$ cat config.mk
export PLATFORM = sky130hd
export DESIGN_NAME = fifo_burst_reader_flat
export DESIGN_NICKNAME = d
export VERILOG_FILES = /design/src/rtl/fifo_burst_reader_if.sv /design/src/rtl/fifo_burst_reader.sv /design/src/flat_wrapper.sv
export SDC_FILE = /design/constraint.sdc
export NUM_CORES = 1
export LEC_CHECK = 0
export ABC_AREA = 1
export CORE_UTILIZATION = 38
export DETAILED_ROUTE_END_ITERATION = 6
export HOLD_SLACK_MARGIN = 0.1
export PLACE_DENSITY = 0.63
export SYNTH_ARGS = -nofsm -noshare
export SYNTH_HDL_FRONTEND = slang
export SYNTH_SLANG_ARGS = --single-unit
$ cat constraint.sdc
create_clock -name clk -period 3.6 [get_ports clk]
set_input_delay 0.72 -clock clk [delete_from_list [all_inputs] [get_ports clk]]
set_output_delay 0.72 -clock clk [all_outputs]
set_load 0.05 [all_outputs]
$ cat src/rtl/fifo_burst_reader_if.sv
`default_nettype none
// ============================================================================
// Module   : fifo_burst_reader_if
// Purpose  : Bundles the FIFO read port (pop request, empty flag, read data)
//            and the downstream valid/ready stream of fifo_burst_reader.
// Modports : master - the reader: drives fifo_en_read and the m_* stream,
//                     samples fifo_empty, fifo_rdata and m_ready.
//            slave  - the environment (FIFO plus stream sink).
// Signals  : fifo_empty    FIFO empty flag
//            fifo_rdata    FIFO read data, valid the cycle after a pop
//            fifo_en_read  FIFO pop request
//            m_valid       output word valid
//            m_ready       downstream accepts word
//            m_data        output word
//            m_last        last word of burst, qualified by m_valid
// Revision : 1.0 - initial release
// ============================================================================
interface fifo_burst_reader_if #(
  parameter int DATAWIDTH = 8
);
  logic                 fifo_empty;
  logic [DATAWIDTH-1:0] fifo_rdata;
  logic                 fifo_en_read;
  logic                 m_valid;
  logic                 m_ready;
  logic [DATAWIDTH-1:0] m_data;
  logic                 m_last;

  modport master (
    input  fifo_empty, fifo_rdata, m_ready,
    output fifo_en_read, m_valid, m_data, m_last
  );

  modport slave (
    output fifo_empty, fifo_rdata, m_ready,
    input  fifo_en_read, m_valid, m_data, m_last
  );
endinterface
`default_nettype wire

$ cat src/rtl/fifo_burst_reader.sv
`default_nettype none
// ============================================================================
// Module   : fifo_burst_reader
// Purpose  : Read-side controller for a synchronous FIFO. Pops words and
//            presents them on a valid/ready stream, flagging every
//            BURST_LEN-th delivered word with m_last. A 2-entry buffer hides
//            the FIFO's 1-cycle read latency so 1 word/cycle is sustained.
// Ports    : clk        clock, all state on rising edge
//            reset      asynchronous, active-high
//            enable     1 = fetch from FIFO, 0 = stop fetching and drain
//            bus        fifo_burst_reader_if.master (FIFO port + stream)
//            busy       controller not IDLE
//            word_count delivered-word count, saturating at 16'hFFFF
//                       (present only with FIFO_READER_WORD_COUNT_EN)
// Options  : `define FIFO_READER_WORD_COUNT_EN to add the word_count port.
// Revision : 1.0 - initial release
// ============================================================================
module fifo_burst_reader #(
  parameter int DATAWIDTH = 8,
  parameter int BURST_LEN = 4
) (
  input  wire logic              clk,
  input  wire logic              reset,
  input  wire logic              enable,
  fifo_burst_reader_if.master    bus,
  output logic                   busy
`ifdef FIFO_READER_WORD_COUNT_EN
  ,
  output logic [15:0]            word_count
`endif
);

  localparam logic [7:0] LAST_BEAT = 8'(BURST_LEN - 1);

  typedef enum logic [1:0] {
    IDLE  = 2'd0,
    RUN   = 2'd1,
    DRAIN = 2'd2
  } state_t;

  state_t               state;
  state_t               state_nxt;

  logic [1:0]           occ;        // words held in the buffer (0..2)
  logic                 inflight;   // a popped word arrives on fifo_rdata next edge
  logic [DATAWIDTH-1:0] buf0;       // buffer head, drives m_data
  logic [DATAWIDTH-1:0] buf1;
  logic [7:0]           beat;

  logic                 m_valid;
  logic                 pop;
  logic                 en_read;
  logic [2:0]           pending;

  assign m_valid = (occ != 2'd0);
  assign pop     = m_valid && bus.m_ready;

  // Words that will be buffered after this edge without a new fetch. A new
  // pop may only be issued if that leaves room for its data, which keeps
  // the buffer at two entries or fewer.
  assign pending = {1'b0, occ} + {2'b00, inflight} - {2'b00, pop};

  assign bus.fifo_en_read = en_read;
  assign bus.m_valid      = m_valid;
  assign bus.m_data       = buf0;
  // Gated by m_valid so a single-word burst does not flag m_last while idle.
  assign bus.m_last       = m_valid && (beat == LAST_BEAT);

  // ---------------------------------------------------------------- FSM
  always_ff @(posedge clk or posedge reset) begin
    if (reset) begin
      state <= IDLE;
    end else begin
      state <= state_nxt;
    end
  end

  always_comb begin
    state_nxt = state;
    busy      = (state != IDLE);
    en_read   = 1'b0;
    case (state)
      IDLE: begin
        if (enable) state_nxt = RUN;
      end
      RUN: begin
        if (!enable) begin
          state_nxt = DRAIN;
        end else if (!bus.fifo_empty && (pending <= 3'd1)) begin
          en_read = 1'b1;
        end
      end
      DRAIN: begin
        // The word already in flight is still captured before leaving.
        if (enable) begin
          state_nxt = RUN;
        end else if ((occ == 2'd0) && !inflight) begin
          state_nxt = IDLE;
        end
      end
      default: state_nxt = IDLE;
    endcase
  end

  // ---------------------------------------------------------- datapath
  always_ff @(posedge clk or posedge reset) begin
    if (reset) begin
      occ      <= 2'd0;
      inflight <= 1'b0;
      buf0     <= '0;
      buf1     <= '0;
      beat     <= 8'd0;
    end else begin
      inflight <= en_read;

      case ({inflight, pop})
        2'b10: begin
          if (occ == 2'd0) buf0 <= bus.fifo_rdata;
          else             buf1 <= bus.fifo_rdata;
          occ <= occ + 2'd1;
        end
        2'b01: begin
          buf0 <= buf1;
          occ  <= occ - 2'd1;
        end
        2'b11: begin
          // Occupancy is unchanged; the new word lands behind the new head.
          if (occ == 2'd2) begin
            buf0 <= buf1;
            buf1 <= bus.fifo_rdata;
          end else begin
            buf0 <= bus.fifo_rdata;
          end
        end
        default: ;
      endcase

      // Beat tracks delivered words, so m_last follows delivery order and
      // survives enable toggling.
      if (pop) begin
        beat <= (beat == LAST_BEAT) ? 8'd0 : beat + 8'd1;
      end
    end
  end

`ifdef FIFO_READER_WORD_COUNT_EN
  always_ff @(posedge clk or posedge reset) begin
    if (reset) begin
      word_count <= 16'd0;
    end else if (pop && (word_count != 16'hFFFF)) begin
      word_count <= word_count + 16'd1;
    end
  end
`endif

endmodule
`default_nettype wire
$ cat src/flat_wrapper.sv
// flat-port wrapper written by rule: the top's interface ports become plain ports
module fifo_burst_reader_flat 
#(
  parameter int DATAWIDTH = 8,
  parameter int BURST_LEN = 4
)
  (clk, reset, enable, busy, bus_fifo_empty, bus_fifo_rdata, bus_m_ready, bus_fifo_en_read, bus_m_valid, bus_m_data, bus_m_last);
  fifo_burst_reader_if #(.DATAWIDTH(DATAWIDTH)) bus_i ();
  input  wire logic clk;
  input  wire logic reset;
  input  wire logic enable;
  output logic busy;
  input wire logic [$bits(bus_i.fifo_empty)-1:0] bus_fifo_empty;
  input wire logic [$bits(bus_i.fifo_rdata)-1:0] bus_fifo_rdata;
  input wire logic [$bits(bus_i.m_ready)-1:0] bus_m_ready;
  output wire logic [$bits(bus_i.fifo_en_read)-1:0] bus_fifo_en_read;
  output wire logic [$bits(bus_i.m_valid)-1:0] bus_m_valid;
  output wire logic [$bits(bus_i.m_data)-1:0] bus_m_data;
  output wire logic [$bits(bus_i.m_last)-1:0] bus_m_last;
  assign bus_i.fifo_empty = bus_fifo_empty;
  assign bus_i.fifo_rdata = bus_fifo_rdata;
  assign bus_i.m_ready = bus_m_ready;
  assign bus_fifo_en_read = bus_i.fifo_en_read;
  assign bus_m_valid = bus_i.m_valid;
  assign bus_m_data = bus_i.m_data;
  assign bus_m_last = bus_i.m_last;
  fifo_burst_reader #(.DATAWIDTH(DATAWIDTH), .BURST_LEN(BURST_LEN)) u_core (.clk(clk), .reset(reset), .enable(enable), .bus(bus_i), .busy(busy));
endmodule
* Word level (Yosys, flattened, before mapping)
Index checks and enable logic that the tools add are counted.
Word-level totals: register bits after elaboration 29, logic and storage cells 57, input bits 13
Operators by class: magnitude comparators 1, reduce and logical (&&, ||, !) cells 16, $add $sub $neg 5, mux-type cells 16, eq/ne operators 13
Operator list (number):
- two-way mux 8 bit | 5
- one-hot mux 8 bit (3 select lines) | 1
- one-hot mux 8 bit (2 select lines) | 1
- adder 8 x 1 -> 8 bit (second input constant) | 1
- equality test 2 bit (second input constant) | 4
- equality test 8 x 2 -> 1 bit (second input constant) | 1
- two-way mux 2 bit | 4
- nonzero test 2 bit | 4
- inequality test 2 bit (second input constant) | 3
- one-hot mux 2 bit (3 select lines) | 1
- AND reduction 3 bit | 2
- equality test 2 x 1 -> 1 bit (second input constant) | 2
- logical AND 1 bit | 4
- zero test 2 bit | 2
- inequality test 2 x 1 -> 1 bit (second input constant) | 2
- one-hot mux 2 bit (2 select lines) | 1
- adder 2 x 1 -> 3 bit | 1
- less-or-equal comparator 3 x 1 -> 1 bit (second input constant) | 1
- two-way mux 1 bit | 3
- inequality test 3 x 2 -> 1 bit (second input constant) | 1
- nonzero test 3 bit | 1
- subtractor 3 x 1 -> 3 bit | 1
- adder 2 x 1 -> 2 bit (second input constant) | 1
- zero test 1 bit | 2
- 2 further kinds | 2

* Depth between registers and ports, before layout
Gate-level depths: netlist (run 1).
depth after elaboration 8, depth in mapped cells 12

* Least setup slack after synthesis (run 1)
No wires, ideal clock.
path kind register to output, start point reg u_core.occ[1], end point out bus_fifo_en_read, setup slack -444 ps, data arrival time 3324 ps, data required time 2880 ps, path buffers 0, stages on the path, launching flop included 13, path through dfrtp_1 -> inv_2 -> nand2_2 -> nand2_2 -> nand2_1 -> nand2_1 -> inv_1 -> ha_1 -> inv_1 -> fa_1 -> nand2_1 -> nand2_1 -> nor4_1
On the way: longest elaborated chain between the ends 8, elaborated cells on any way between the ends 9
RTL lines:
- start: declaration | line fifo_burst_reader.sv:44 | logic [1:0] occ;
- start signal: assignment | line fifo_burst_reader.sv:120 | occ <= occ + 2'd1;
- start signal: assignment | line fifo_burst_reader.sv:124 | occ <= occ - 2'd1;
- nonzero test 2 bit | line fifo_burst_reader.sv:55 | assign m_valid = (occ != 2'd0);
- net bus_m_valid | line flat_wrapper.sv:17 | output wire logic [$bits(bus_i.m_valid)-1:0] bus_m_valid;
- logical AND 1 bit | line fifo_burst_reader.sv:56 | assign pop = m_valid && bus.m_ready;
- subtractor 3 x 1 -> 3 bit | line fifo_burst_reader.sv:61 | assign pending = {1'b0, occ} + {2'b00, inflight} - {2'b00, pop};
- less-or-equal comparator 3 x 1 -> 1 bit | line fifo_burst_reader.sv:89 | end else if (!bus.fifo_empty && (pending <= 3'd1)) begin
- logical AND 1 bit | line fifo_burst_reader.sv:89
- two-way mux 1 bit | line fifo_burst_reader.sv:89
- two-way mux 1 bit | line fifo_burst_reader.sv:87 | if (!enable) begin
- two-way mux 1 bit | line fifo_burst_reader.sv:82 | case (state)
- end: declaration | line flat_wrapper.sv:16 | output wire logic [$bits(bus_i.fifo_en_read)-1:0] bus_fifo_en_read;
The timed path passes the listed nets, and every way through them passes these cells.

* Final worst setup path (run 1)
start point in bus_m_ready, end point out bus_fifo_en_read
On the way: longest elaborated chain between the ends 7
RTL lines:
- start: declaration | line flat_wrapper.sv:15 | input wire logic [$bits(bus_i.m_ready)-1:0] bus_m_ready;
- logical AND 1 bit | line fifo_burst_reader.sv:56
- subtractor 3 x 1 -> 3 bit | line fifo_burst_reader.sv:61
- less-or-equal comparator 3 x 1 -> 1 bit | line fifo_burst_reader.sv:89
- logical AND 1 bit | line fifo_burst_reader.sv:89
- two-way mux 1 bit | line fifo_burst_reader.sv:89
- two-way mux 1 bit | line fifo_burst_reader.sv:87
- two-way mux 1 bit | line fifo_burst_reader.sv:82
Every way passes these cells.

==> results.py, run 1 <==
metrics = {
    "run_status": {
        "status": "completed",
    },
    "global_routing": {
        "grt_max_degree": 30,
        "grt_first_pass_wirelength_mm": 6.40,
        "overflow": 0,
        "grt_pass1_vias": 1463,
        "grt_antenna_before_repair": 0,
        "grt_util_all_layers_pct": 19.1,
    },
    "worst_setup_path": {
        "end_kind": "output port",
        "crit_path_start_kind": "input port",
        "reg2reg_depth": 11,
        "critPathMaxFanout": 3,
        "required_ns": 2.88,
        "crit_type": "input port to output port",
        "crit_path_start": "bus_m_ready",
        "reg2reg_from": "u_core.occ[1]",
        "r2r-end": "u_core.inflight",
        "cp.arrival_ns": 2.48,
        "reg2reg_slack_ns": 1.46,
        "cp-endpoint": "bus_fifo_en_read",
    },
    "yosys": {
        "syn_nets": 246,
        "yosysTopAreaCell": "dfrtp_1",
        "seq_area_frac_synth_pct": 43.9,
        "ys_seq_elements": 29,
        "synth_edf_count": 0,
        "syn_inst": 230,
        "syn_area_um2": 1650,
        "avgSynthCellArea_um2": 7.19,
        "ys_top_cells_by_area": "dfrtp_1 44%, nand2_1 18%, nand3_1 7.0%, inv_1 6.6%, o21ai_0 5.1%",
        "synth_top_area_share_pct": 43.9,
        "synthFlopType": "dfrtp_1",
        "synthesis.yosys.warnings": 0,
        "async_flop_share_pct": 100,
        "synth_cell_type_count": 24,
    },
    "power": {
        "clockPowerShare_pct": 16.2,
        "internal_power_mw": 0.903,
        "leakagePower_nw": 1.07,
        "p_per_area_nw_per_um2": 787,
        "p_seq_share_pct": 34.6,
        "ir_drop_mv": 0.473,
        "combinationalPowerShare_pct": 49.2,
        "p_sw_mw": 0.749,
        "power.share.switching_pct": 45.3,
    },
    "clock_tree": {
        "cts_tree": "yes",
        "clock_sinks": 29,
        "cts.hold.buffers_added": 0,
        "clk_latency_ns": 0.28,
        "clk_pin_slew_ns": 0.06,
        "h-tree-depth": 2,
        "clock_path_buffers": 2,
        "cts_buffers": 5,
        "cts_root_buf": "clkbuf_8",
    },
    "timing": {
        "hold_viol": 0,
        "fin_crit_sh_pct": 89.0,
        "rsz0062_at_grt": "false",
        "skew_ns": 0.00767,
        "drv_slew": 0,
        "slew_headroom_pct": 66.4,
        "setup_violations": 0,
        "min_period_ns": 3.20,
        "max_freq_ghz": 0.312,
        "worst_slew_pin_slew_ns": 0.503,
    },
    "placement": {
        "placed_cell_area_um2": 1990,
        "io_buffer_count": 24,
        "hpwl_mm": 2.48,
        "place_congestion": 0.740,
    },
    "detailed_routing": {
        "via_per_inst": 4.74,
        "wl_mm": 3.65,
        "drt_iter0_drc": 80,
        "drt_first_pass_iters": 4,
        "wl_per_cell_um": 11.6,
        "remaining_drc_errors": 0,
        "vias": 1488,
        "ant_nets": 0,
    },
    "floorplanning": {
        "initial_utilization_pct": 40.5,
        "num_rows": 23,
        "core_um2": 4090,
        "die_w_um": 68.0,
        "die_area_um2": 4620,
        "io_pins": 25,
        "dieHeight_um": 68.0,
    },
    "cells_and_area": {
        "drive_gt1_share_pct": 12.1,
        "nets": 280,
        "final_cell_mix": "78 x nand2_1, 29 x dfrtp_1, 28 x inv_1",
        "syn2layout_area_growth_pct": 27.0,
        "final_cell_area_um2": 2100,
        "final_common_cell": "nand2_1",
        "antenna_cells": 0,
        "post-route-util_pct": 51.4,
    },
    "worst_hold_path": {
        "hp-class": "register to register",
    },
    "run": {
        "max-cap-violations": 0,
    },
}
==> kinds of logic (layout without fill, tap and decap cells) <==
| group | Yosys count | in the layout | share of synthesized area [%] |
|---|---|---|---|
| buffers and inverters | 36 | 70 | 8.40 |
| AND/OR/NAND/NOR | 137 | 137 | 36.5 |
| XOR/XNOR | 3 | 3 | 1.59 |
| adder cells (fa/ha/maj) | 3 | 3 | 2.72 |
| AO/OA/AOI/OAI | 22 | 22 | 6.88 |
| flip-flops | 29 | 29 | 43.9 |
==> metal layers <==
layer	up-vias	GRT usage [%]	wire length, µm
met4	0	10.9	45
li1	790	-	-
met5	-	0	0
met1	668	24.4	1840
met2	24	29.2	1640
met3	6	4.67	123
==> registers in the layout (all words and copies together) (netlist names) <==
| signal | flops |
|---|---|
| u_core.beat | 8 |
| u_core.buf1 | 8 |
| u_core.bus.m_data | 8 |
| u_core.occ | 2 |
| u_core.state | 2 |
| u_core.inflight | 1 |
==> cells in the mapped netlist (2+ instances only) <==
library cell,count
inv_2,3
nor2_2,2
nor3_1,3
a21oi_1,3
xor2_1,3
or2_2,7
nand2_1,78
inv_1,29
nand4_1,3
nor2_1,14
nand3_1,23
ha_1,2
nand2_2,3
buf_2,3
o21ai_0,17
dfrtp_1,29
==> area by class of cell <==
class	instances	area (µm²)
Fill cell	414	1990
Sequential cell	29	726
Timing Repair Buffer	30	298
Clock buffer	7	86.3
Inverter	33	124
Multi-Input combinational cell	165	805
Tap cell	50	62.6
==> power by group through the flow <==
stage,logic (mW),clock network (mW),registers [mW]
3_3_place_gp,0.799,0,0.574
3_5_place_dp,0.810,0,0.576
5_1_grt,0.911,0.290,0.590
2_1_floorplan,0.427,0,0.713
6_report,0.813,0.268,0.571
4_1_cts,0.818,0.277,0.572
==> worst min-delay path by stage <==
stage | start | to | slack, ns | cells after the start
6_report | u_core.buf1[7] | u_core.buf1[7] | 0.51 | 2
5_1_grt | u_core.buf1[1] | u_core.buf1[1] | 0.54 | 2
4_1_cts | u_core.buf1[6] | u_core.buf1[6] | 0.52 | 2
3_5_place_dp | u_core.buf1[3] | u_core.buf1[3] | 0.50 | 2
3_3_place_gp | u_core.buf1[3] | u_core.buf1[3] | 0.50 | 2
2_1_floorplan | u_core.beat[1] | u_core.beat[1] | 0.47 | 2
==> worst max-delay path: stages <==
cell            delay (ns)
dlymetal6s2s_1        0.15
inv_2                 0.10
nor2_4                0.04
nand2_1               0.08
nand2_1               0.08
inv_1                 0.06
ha_1                  0.14
inv_1                 0.05
fa_1                  0.48
nand2_1               0.08
nor4_4                0.30
buf_12                0.18
==> stage by stage <==
stage / hold slack, ns / std cells / power (mW) / TNS [ns] / setup WS, ns
after floorplan: 0.475 / 230 / 1.14 / 0 / 0.142
after global placement: 0.499 / 305 / 1.37 / 0 / 0.0610
after detailed placement: 0.504 / 305 / 1.39 / -0.0156 / -0.0156
after CTS: 0.518 / 312 / 1.67 / 0 / 0.0567
after global routing: 0.541 / 314 / 1.79 / 0 / 0.227
final: 0.511 / 314 / 1.65 / 0 / 0.397
==> what timing repair did <==
action                                  4_1_cts  5_1_grt
setup buffers                                 0        2
gates resized for setup                       1        2
endpoints found under the setup margin        1        1
pin swaps                                     0        1
Power figures use the tool's default switching activity.
==> inputs of run 2 (changes only) <==
CTS_CLUSTER_SIZE = 8   (was default)
clock period = 3.95 ns   (was 3.6 ns; I/O delays follow)
==> run 2 against run 1 <==
Against the previous run: critical path depth is 1 higher; routed wire length is 0.38% higher; die area is the same; worst setup slack got worse by 0.14 ns; non-clock buffer count is 3 lower.
==> results.py, run 2 (synthesis gave the netlist of run 1 again) <==
metrics = {
    "floorplanning": {
        "io_pins": 25,
        "die_w_um": 68.0,
        "die_area_um2": 4620,
        "core_um2": 4090,
        "num_rows": 23,
        "initial_utilization_pct": 40.5,
        "dieHeight_um": 68.0,
    },
    "global_routing": {
        "overflow": 0,
        "grt_pass1_vias": 1404,
        "grt_first_pass_wirelength_mm": 6.38,
        "grt_antenna_before_repair": 0,
        "grt_util_all_layers_pct": 19.2,
        "grt_max_degree": 30,
    },
    "clock_tree": {
        "h-tree-depth": 2,
        "clock_sinks": 29,
        "cts-resized-gates": 0,
        "cts_tree": "yes",
        "cts.hold.buffers_added": 0,
        "cts_setup_buffers": 0,
        "clk_pin_slew_ns": 0.07,
        "clock_path_buffers": 2,
        "cts_buffers": 5,
        "cts_root_buf": "clkbuf_8",
        "clk_latency_ns": 0.29,
    },
    "placement": {
        "placed_cell_area_um2": 1980,
        "hpwl_mm": 2.52,
        "place_congestion": 0.821,
        "io_buffer_count": 24,
        "pre_cts_ws_ns": 0.182,
    },
    "detailed_routing": {
        "remaining_drc_errors": 0,
        "drt_first_pass_iters": 4,
        "drt_iter0_drc": 87,
        "wl_met3_um": 149,
        "wl_mm": 3.66,
        "top_layer": "met4",
        "vias": 1484,
        "met1Wirelength_mm": 1.82,
        "ant_nets": 0,
        "met2_length_mm": 1.64,
        "wl_per_cell_um": 11.7,
        "via_per_inst": 4.76,
    },
    "worst_setup_path": {
        "cp.arrival_ns": 2.91,
        "critPathMaxFanout": 4,
        "reg2reg_from": "u_core.occ[1]",
        "crit_path_start": "bus_m_ready",
        "end_kind": "output port",
        "crit_path_start_kind": "input port",
        "required_ns": 3.16,
        "crit_type": "input port to output port",
    },
    "timing": {
        "hold_ws_ns": 0.507,
        "tns_ns": 0,
        "slew_headroom_pct": 66.8,
        "min_period_ns": 3.70,
        "hold_viol": 0,
        "setup_violations": 0,
        "fin_crit_sh_pct": 93.6,
        "max_freq_ghz": 0.271,
        "worst_slack_ns": 0.254,
        "rsz0062_at_grt": "false",
        "skew_ns": 0.00686,
        "worst_slew_pin_slew_ns": 0.496,
        "drv_slew": 0,
    },
    "power": {
        "internal_power_mw": 0.840,
        "clockPowerShare_pct": 18.1,
        "ir_drop_mv": 0.438,
        "leakagePower_nw": 1.06,
        "power.share.switching_pct": 45.2,
        "p_per_area_nw_per_um2": 734,
        "p_seq_share_pct": 33.8,
        "p_sw_mw": 0.694,
        "combinationalPowerShare_pct": 48.1,
    },
    "run": {
        "max-cap-violations": 0,
    },
    "worst_hold_path": {
        "hp-class": "register to register",
        "min_from": "u_core.buf1[7]",
    },
    "run_status": {
        "status": "completed",
    },
    "cells_and_area": {
        "final_cell_area_um2": 2090,
        "syn2layout_area_growth_pct": 26.4,
        "final_cell_mix": "78 x nand2_1, 29 x inv_1, 29 x dfrtp_1",
        "final_common_cell": "nand2_1",
        "nets": 277,
        "antenna_cells": 0,
        "drive_gt1_share_pct": 11.5,
    },
}
## run 2: critical path, cell delays in order
cell and delay, ns:
clkdlybuf4s50_1 0.48, inv_1 0.16, nor2_4 0.05, nand2_1 0.09, nand2_1 0.09, inv_1 0.07, ha_1 0.14, inv_1 0.05
fa_1 0.37, nand2_1 0.08, nand2_1 0.07, nor4_4 0.29, buf_12 0.18
## run 2: area by class of cell
class / instances / area, µm²
Tap cell: 50 / 62.6
Sequential cell: 29 / 726
Clock buffer: 7 / 96.3
Timing Repair Buffer: 27 / 273
Clock inverter: 1 / 5.00
Inverter: 33 / 124
Multi-Input combinational cell: 165 / 805
Fill cell: 411 / 2000
## run 2: per-stage QoR
stage	utilization (%)	instances	power (mW)
after global routing	51.2	312	1.66
final	51.2	312	1.53
after global placement	48.5	304	1.25
after CTS	50.9	312	1.54
after detailed placement	48.5	304	1.26
after floorplan	-	230	1.04
## run 2: power by group through the flow
stage          Sequential [mW]  Clock [mW]  Combinational (mW)
2_1_floorplan            0.650           0               0.389
3_3_place_gp             0.524           0               0.727
3_5_place_dp             0.523           0               0.739
4_1_cts                  0.519       0.284               0.741
5_1_grt                  0.536       0.296               0.824
6_report                 0.519       0.277               0.738
## run 2: path summary, 6_finish.rpt
path | to | slack, ns | cells after the start
setup / recovery | bus_fifo_en_read | 0.25 | 13
hold / removal | u_core.buf1[7] | 0.51 | 2
setup reg to reg | u_core.inflight | 1.84 | 11
hold reg to reg | u_core.buf1[7] | 0.51 | 2
max in group asynchronous | u_core.beat[5] | 2.79 | 3
min in group asynchronous | u_core.beat[0] | 0.88 | 3
## run 2: routing by layer
| metal | global-route usage, % | vias up |
|---|---|---|
| met5 | 0 | - |
| met4 | 10.9 | 0 |
| met3 | 5.17 | 5 |
| met2 | 28.4 | 32 |
| met1 | 24.9 | 666 |
| li1 | - | 781 |
==> inputs of run 3 (changes only) <==
==> constraint.sdc (replaced) <==
create_clock -name clk -period 3.95 [get_ports clk]
set_input_delay 0.5925 -clock clk [delete_from_list [all_inputs] [get_ports clk]]
set_output_delay 0.5925 -clock clk [all_outputs]
set_load 0.05 [all_outputs]
==> run 3 against run 2 <==
Against the previous run: sequential cell count unchanged; clock power decreased by 16%; final area decreased by 1.7%; critical path type unchanged; critical endpoint unchanged; largest cell class unchanged; highest routed layer unchanged.
==> results.py, run 3 (synthesis gave the netlist of run 1 again) <==
metrics = {
    "global_routing": {
        "grt_max_degree": 30,
        "overflow": 0,
        "grt_first_pass_wirelength_mm": 6.02,
        "grt_util_all_layers_pct": 17.8,
        "grt_antenna_before_repair": 0,
        "grt_pass1_vias": 1346,
    },
    "timing": {
        "skew_ns": 0.00498,
        "fin_crit_sh_pct": 88.8,
        "setup_violations": 0,
        "tns_ns": 0,
        "hold_viol": 0,
        "max_freq_ghz": 0.285,
        "rsz0062_at_grt": "false",
        "worst_slew_pin_slew_ns": 0.569,
        "hold_ws_ns": 0.499,
        "slew_headroom_pct": 61.7,
        "drv_slew": 0,
        "min_period_ns": 3.51,
    },
    "floorplanning": {
        "die_w_um": 68.0,
        "initial_utilization_pct": 40.5,
        "die_area_um2": 4620,
        "core_um2": 4090,
        "dieHeight_um": 68.0,
        "num_rows": 23,
        "io_pins": 25,
    },
    "worst_setup_path": {
        "cp_slowest_stage_delay_ns": 0.49,
        "crit_path_start_kind": "input port",
        "critical_path.cell_chain": "clkdlybuf4s50_1, inv_1, nor2_4, nand2_1, nand2_1, inv_1, ha_1, inv_1, fa_1, nand2_1, nand2_1, nor4_1, buf_12",
        "critPathMaxFanout": 4,
        "end_kind": "output port",
        "crit_type": "input port to output port",
        "required_ns": 3.36,
        "crit_top_cell": "nand2_1",
        "cp.arrival_ns": 2.91,
        "critPathSlowestCell": "nor4_1",
        "crit_family": "buffers and inverters",
        "reg2reg_slack_ns": 1.61,
        "critPathBufInv": 5,
    },
    "cells_and_area": {
        "antenna_cells": 0,
        "final_cell_mix": "78 x nand2_1, 29 x inv_1, 29 x dfrtp_1",
        "nets": 277,
        "fillers": 415,
        "drive_gt1_share_pct": 9.92,
        "final_common_cell": "nand2_1",
        "post-route-util_pct": 50.3,
        "syn2layout_area_growth_pct": 24.2,
    },
    "detailed_routing": {
        "wl_per_cell_um": 11.7,
        "remaining_drc_errors": 0,
        "vias": 1509,
        "ant_nets": 0,
        "drt_first_pass_iters": 4,
        "drt_iter0_drc": 93,
        "wl_mm": 3.64,
        "via_per_inst": 4.84,
    },
    "clock_tree": {
        "clk_latency_ns": 0.28,
        "h-tree-depth": 2,
        "clk_pin_slew_ns": 0.06,
        "cts_buffers": 5,
        "clock_sinks": 29,
        "cts.hold.buffers_added": 0,
        "cts_tree": "yes",
        "cts_root_buf": "clkbuf_8",
        "cts-resized-gates": 0,
        "clock_path_buffers": 2,
        "cts_setup_buffers": 0,
    },
    "power": {
        "power.total_mw": 1.49,
        "leakagePower_nw": 1.05,
        "ir_drop_mv": 0.406,
        "p_per_area_nw_per_um2": 724,
    },
    "run_status": {
        "status": "completed",
    },
    "placement": {
        "io_buffer_count": 24,
        "hpwl_mm": 2.56,
        "place_congestion": 0.883,
    },
    "run": {
        "max-cap-violations": 0,
    },
    "worst_hold_path": {
        "hp-class": "register to register",
    },
}
## run 3: changes by cell type in the layout (fill, tap and decap cells not counted)
cell      change
nor4_1        +1
clkbuf_8      -2
clkbuf_1      +3
clkinv_2      -1
nor4_4        -1
## run 3: worst paths after layout
path                                    end  cells past startpoint            start
max                        bus_fifo_en_read                     13      bus_m_ready
min                         u_core.state[0]                      1  u_core.state[1]
max reg2reg                 u_core.inflight                     12    u_core.occ[1]
min reg2reg                 u_core.state[0]                      1  u_core.state[1]
max in group asynchronous    u_core.buf1[7]                      3            reset
min in group asynchronous    u_core.beat[2]                      3            reset
## run 3: metrics by stage
step	setup WS (ns)	std cells	area, µm²
floorplan	0.0337	230	1650
global placement	0.510	304	1970
detailed placement	0.434	304	1970
CTS	0.426	312	2050
global route	0.292	312	2050
finish	0.443	312	2050
## run 3: layout make-up
| class | count | area, µm² | area share, % |
|---|---|---|---|
| Clock buffer | 8 | 80.1 | 3.90 |
| Inverter | 33 | 124 | 6.03 |
| Multi-Input combinational cell | 165 | 790 | 38.4 |
| Sequential cell | 29 | 726 | 35.3 |
| Tap cell | 50 | 62.6 | 3.05 |
| Timing Repair Buffer | 27 | 273 | 13.3 |
## run 3: worst reg2reg max path, delay by kind of cell, from the launching register on
family	cells	cell delay (ns)
AND/OR/NAND/NOR	7	0.98
buffers and inverters	3	0.22
flip-flops	1	0.47
adder cells (fa/ha/maj)	2	0.51
## run 3: power by group
part           internal [mW]  leakage (nW)  switching (mW)  total, mW
clock                  0.125        0.0395           0.107      0.232
sequential             0.419         0.360           0.100      0.520
combinational          0.263         0.646           0.473      0.736
total                  0.807          1.05           0.681       1.49
## run 3: metal layers
layer / vias to the layer above / part of all wire [%] / track usage, % / wire length [µm]
met3: 9 / 4.2 / 5.00 / 152
met4: 0 / 2.6 / 8.07 / 93
met2: 37 / 45 / 27.8 / 1640
met1: 678 / 48 / 22.6 / 1760
li1: 785 / - / - / -
met5: - / 0 / 0 / 0
==> variant 1 (flow settings as in run 3) <==
`DATAWIDTH` is set to 8 in 3 places; all go to 9.
--- a/src/rtl/fifo_burst_reader_if.sv
+++ b/src/rtl/fifo_burst_reader_if.sv
@@ -16,7 +16,7 @@
 // Revision : 1.0 - initial release
 // ============================================================================
 interface fifo_burst_reader_if #(
-  parameter int DATAWIDTH = 8
+  parameter int DATAWIDTH = 9
 );
   logic                 fifo_empty;
   logic [DATAWIDTH-1:0] fifo_rdata;
--- a/src/rtl/fifo_burst_reader.sv
+++ b/src/rtl/fifo_burst_reader.sv
@@ -16,7 +16,7 @@
 // Revision : 1.0 - initial release
 // ============================================================================
 module fifo_burst_reader #(
-  parameter int DATAWIDTH = 8,
+  parameter int DATAWIDTH = 9,
   parameter int BURST_LEN = 4
 ) (
   input  wire logic              clk,
--- a/src/flat_wrapper.sv
+++ b/src/flat_wrapper.sv
@@ -1,7 +1,7 @@
 // flat-port wrapper written by rule: the top's interface ports become plain ports
 module fifo_burst_reader_flat 
 #(
-  parameter int DATAWIDTH = 8,
+  parameter int DATAWIDTH = 9,
   parameter int BURST_LEN = 4
 )
   (clk, reset, enable, busy, bus_fifo_empty, bus_fifo_rdata, bus_m_ready, bus_fifo_en_read, bus_m_valid, bus_m_data, bus_m_last);
Interface: changed (resized bus_fifo_rdata and bus_m_data); port bits go from 25 to 27. The function was not compared with the original's and may differ.
==> variant 1 against run 3 <==
Cell area up 5.3%. Die area increased by 6.7%. Combinational power grew 9.9%. Wire length is 4.7% higher. Non-clock buffer count increased by 2. Area after synthesis up 6.9%. Sequential cell count is 2 higher. Power up 7.3%. Critical path depth did not move. Critical endpoint unchanged. Setup slack lost 56 ps.
==> variant 1: results (changes against run 3) <==
VDD IR-drop max: 0.000339 V (-17%)
most instantiated cells after synthesis: nand2_1, dfrtp_1, inv_1
H-tree Lvls: 2 (unchanged)
Placement Cell Area: 2090 um2 (+5.9%)
grt met3 use: 4.33% (-0.67 points)
Met2 Routed Length: 1820 um (+11%)
WHS: 505 ps (+5.84 ps)
Synth cell types: 26 (+8.3%)
largest net degree at the start of global routing: 32 (+6.7%)
Inserted Clock Buffers: 5 (unchanged)
Setup Skew: 8.84 ps (+3.86 ps)
Reg2Reg Setup Slack: 1580 ps (-30 ps)
met3 routed WL: 109 um (-28%)
Finished Layout Cells: 326 (+4.5%)
layout cell share with drive strength beyond 1: 7.30% (-2.6 points)
WL/cell: 11.7 um (+0.20%)
Post-Place Worst Slack: 397 ps (-37.7 ps)
Leakage: 1.09 nW (+4.0%)
GP Congestion: 0.876 (-0.80%)
Setup WS post-layout: 387 ps (-55.9 ps)
Met1 Routed Length: 1850 um (+5.3%)
Seq/Total Area, Yosys: 43.9% (about the same)
number of global-route vias before repair: 1531 (+14%)
met2 Track Usage GR: 28.6% (+0.81 points)
Detailed Place HPWL: 2690 um (+5.1%)
CP endpoint: bus_fifo_en_read
Post-layout nets: 292 (+5.4%)
syn avg cell area: 7.22 um2 (+0.34%)
CP Data Arrival Time: 2970 ps (+60 ps)
GRT Util Overall: 17.3% (-0.52 points)
status: completed
Initial DRT Pass Iterations: 4 (unchanged)
PortBufs: 26 (+8.3%)
global-route wire length before repair: 6710 um (+11%)
Mapped Nets: 262 (+6.5%)
Critical Path Fanout Max: 5 (+1)
Slew HR: 58.4% (-3.3 points)
initial DRC count: 88 (-5.4%)
Worst path max stage delay: 530 ps (+40 ps)
Vias: 1579 (+4.6%)
Area contributors post-synth: dfrtp_1, nand2_1, nand3_1
GR met1 Demand/Resource: 21.5% (-1.1 points)
placed insts: 320 (+5.3%)
variant 1: cell types whose count changed after synthesis, moves of 4 or more:
cell / change
o21ai_0: -11
or2_2: -6
or2_1: +6
o21ai_1: +13
nand2_1: +4
variant 1: layout make-up:
cell class	count	area, um2
clock buffer	6	72.6
fill	470	2250
inverter	33	124
multi-input combinational	175	833
sequential	31	776
tap	52	65.1
timing repair buffer	29	293
variant 1: power breakdown:
part	leakage (nW)	switching (mW)	internal [mW]
logic	0.661	0.525	0.284
clock network	0.0371	0.106	0.117
registers	0.389	0.110	0.454
total	1.09	0.741	0.855
variant 1: kinds of logic (layout without fill, tap and decap cells):
logic type / count (synthesis) / in the layout / share of synthesized area, %
and+or+nand+nor: 144 / 144 / 35.7
buffers and inverters: 39 / 68 / 8.99
DFF: 31 / 31 / 43.9
AOI/OAI and AO/OA: 24 / 24 / 6.87
xor gates and xnor gates: 4 / 4 / 1.98
adders and majority gates: 3 / 3 / 2.55
==> variant 2 (flow settings as in run 3) <==
Without the edit above. Encoding of `state_t`: now one-hot (3 bits for 3 states).
--- a/src/rtl/fifo_burst_reader.sv
+++ b/src/rtl/fifo_burst_reader.sv
@@ -32,10 +32,10 @@
 
   localparam logic [7:0] LAST_BEAT = 8'(BURST_LEN - 1);
 
-  typedef enum logic [1:0] {
-    IDLE  = 2'd0,
-    RUN   = 2'd1,
-    DRAIN = 2'd2
+  typedef enum logic [2:0] {
+    IDLE  = 3'b001,
+    RUN   = 3'b010,
+    DRAIN = 3'b100
   } state_t;
 
   state_t               state;
Formal check against the unedited RTL: no difference found for any inputs over 10 cycles, from zero or initial values and one cycle with reset high; not proved beyond that.
==> variant 2 against run 3 <==
Global-route usage down 0.89 points. Sequential cell count up 1. Cell area increased by 5.0%. Power up 10%. Core utilization fell by 1.4 points. Setup slack improved by 22 ps. Non-clock buffer count shrank 2. Critical endpoint unchanged. Area after synthesis is 6.7% higher. Wire length shrank 0.71%.
==> variant 2: results (changes against run 3) <==
clock slew at reported path FFs: 60 ps (about the same)
final wirelength: 3620 um (-0.71%)
VDD IR-drop max: 0.000326 V (-20%)
GRT Util Overall: 16.9% (-0.89 points)
syn avg cell area: 7.21 um2 (+0.20%)
Ys Warns: 0 (unchanged)
H-tree Lvls: 2 (unchanged)
clock latency on the worst-skew pair: 280 ps (about the same)
initial antenna violation count: 0 (unchanged)
Least-Margin Pin Slew: 524 ps (-45.1 ps)
layout cell share with drive strength beyond 1: 8.42% (-1.5 points)
placed insts: 317 (+4.3%)
CP Data Arrival Time: 2890 ps (-20 ps)
slowest cell on the critical path: fa_1
Setup Skew: 5.65 ps (+0.668 ps)
Mapped Nets: 261 (+6.1%)
Synth cell types: 27 (+13%)
Top delay family on crit path: buffers and inverters
Initial DRT Pass Iterations: 4 (unchanged)
post-CTS setup buffer count: 0 (unchanged)
GP Congestion: 0.824 (-6.7%)
largest net degree at the start of global routing: 31 (+3.3%)
crit path from: bus_m_ready
Critical Path Fanout Max: 14 (+10)
n_diodes: 0 (unchanged)
initial DRC count: 126 (+35%)
post-cts sizing count: 0 (unchanged)
worst min path class: reg -> reg
number of global-route vias before repair: 1513 (+12%)
PortBufs: 24 (unchanged)
Reg2Reg Setup Slack: 1570 ps (-40 ps)
global-route wire length before repair: 6570 um (+9.2%)
Worst path max stage delay: 480 ps
most instantiated cells after synthesis: nand2_1, dfrtp_1, inv_1
Leakage: 1.06 nW (+1.4%)
WL/cell: 11.1 um (-4.7%)
hold path start: u_core.bus.m_data[7]
worst r2r src: u_core.occ[1]
via/cell ratio: 4.82 (-0.44%)
Seq/Total Area, Yosys: 42.6% (-1.3 points)
status: completed
Post-layout nets: 288 (+4.0%)
WHS: 508 ps (+8.68 ps)
CTS Root Cell: clkbuf_8
Detailed Place HPWL: 2580 um (+0.85%)
Area contributors post-synth: dfrtp_1, nand2_1, inv_1
async set-reset flop share out of synthesis: 100% (unchanged)
top_reg_cell synth: dfrtp_1
Inserted Clock Buffers: 5 (unchanged)
maximum clock insertion buffer count: 2 (unchanged)
[variant 2: changes by cell type after synthesis, sizes merged, moves of 2 or more]
cell   delta
nor2     +10
a21oi     +5
or2       -5
nand3     -4
o21ai     +4
nand4     +2
xor2      +2
[variant 2: report_power, final]
group | switching, mW | internal, mW
combinational | 0.543 | 0.282
sequential | 0.111 | 0.445
clock | 0.118 | 0.140
[variant 2: worst reg2reg max path, cell delays in order (launching register included)]
cell and delay, ps:
dfrtp_1 500, inv_2 80, nand2_2 120, nand2_4 150
nand2_1 100, nand2_1 80, inv_1 70, ha_1 130
inv_1 50, fa_1 480, nand2_1 60, nor4_2 410
[variant 2: final timing paths]
path,end,cells after the start
worst max-delay path,bus_fifo_en_read,12
worst min-delay path,u_core.bus.m_data[7],2
worst max register to register,u_core.inflight,11
worst min register to register,u_core.bus.m_data[7],2
max in group asynchronous,u_core.state[0],3
min in group asynchronous,u_core.beat[5],3
[variant 2: layer usage]
| metal | track usage (%) | wire, um | up-vias |
|---|---|---|---|
| li1 | - | - | 830 |
| met1 | 21.7 | 1800 | 708 |
| met2 | 26.9 | 1640 | 25 |
| met3 | 4.76 | 158 | 2 |
| met4 | 6.67 | 16 | 0 |
| met5 | 0 | 0 | - |
[variant 2: metrics by stage]
stage                     setup WS, ps  instance area [um2]
final                              465                 2160
after CTS                          440                 2160
after detailed placement           453                 2070
after floorplan                    549                 1770
after global routing               294                 2160
after global placement             487                 2070
[variant 2: area by class of cell]
type | count | area [um2]
fillers | 429 | 2260
multi-input cells | 179 | 875
flip-flops and latches | 30 | 752
repair buffers | 25 | 258
inverters | 31 | 116
clock buffers | 7 | 86.3
well taps | 52 | 65.1
clock inverters | 1 | 5.00
[variant 2: cell families (layout without fill, tap and decap cells)]
| family | Yosys count | count (layout) | synth area share, % |
|---|---|---|---|
| AOI/OAI and AO/OA | 31 | 31 | 9.00 |
| buffers and inverters | 36 | 64 | 8.22 |
| adders and majority gates | 3 | 3 | 2.55 |
| and+or+nand+nor | 140 | 140 | 35.2 |
| DFF | 30 | 30 | 42.6 |
| xor gates and xnor gates | 5 | 5 | 2.48 |
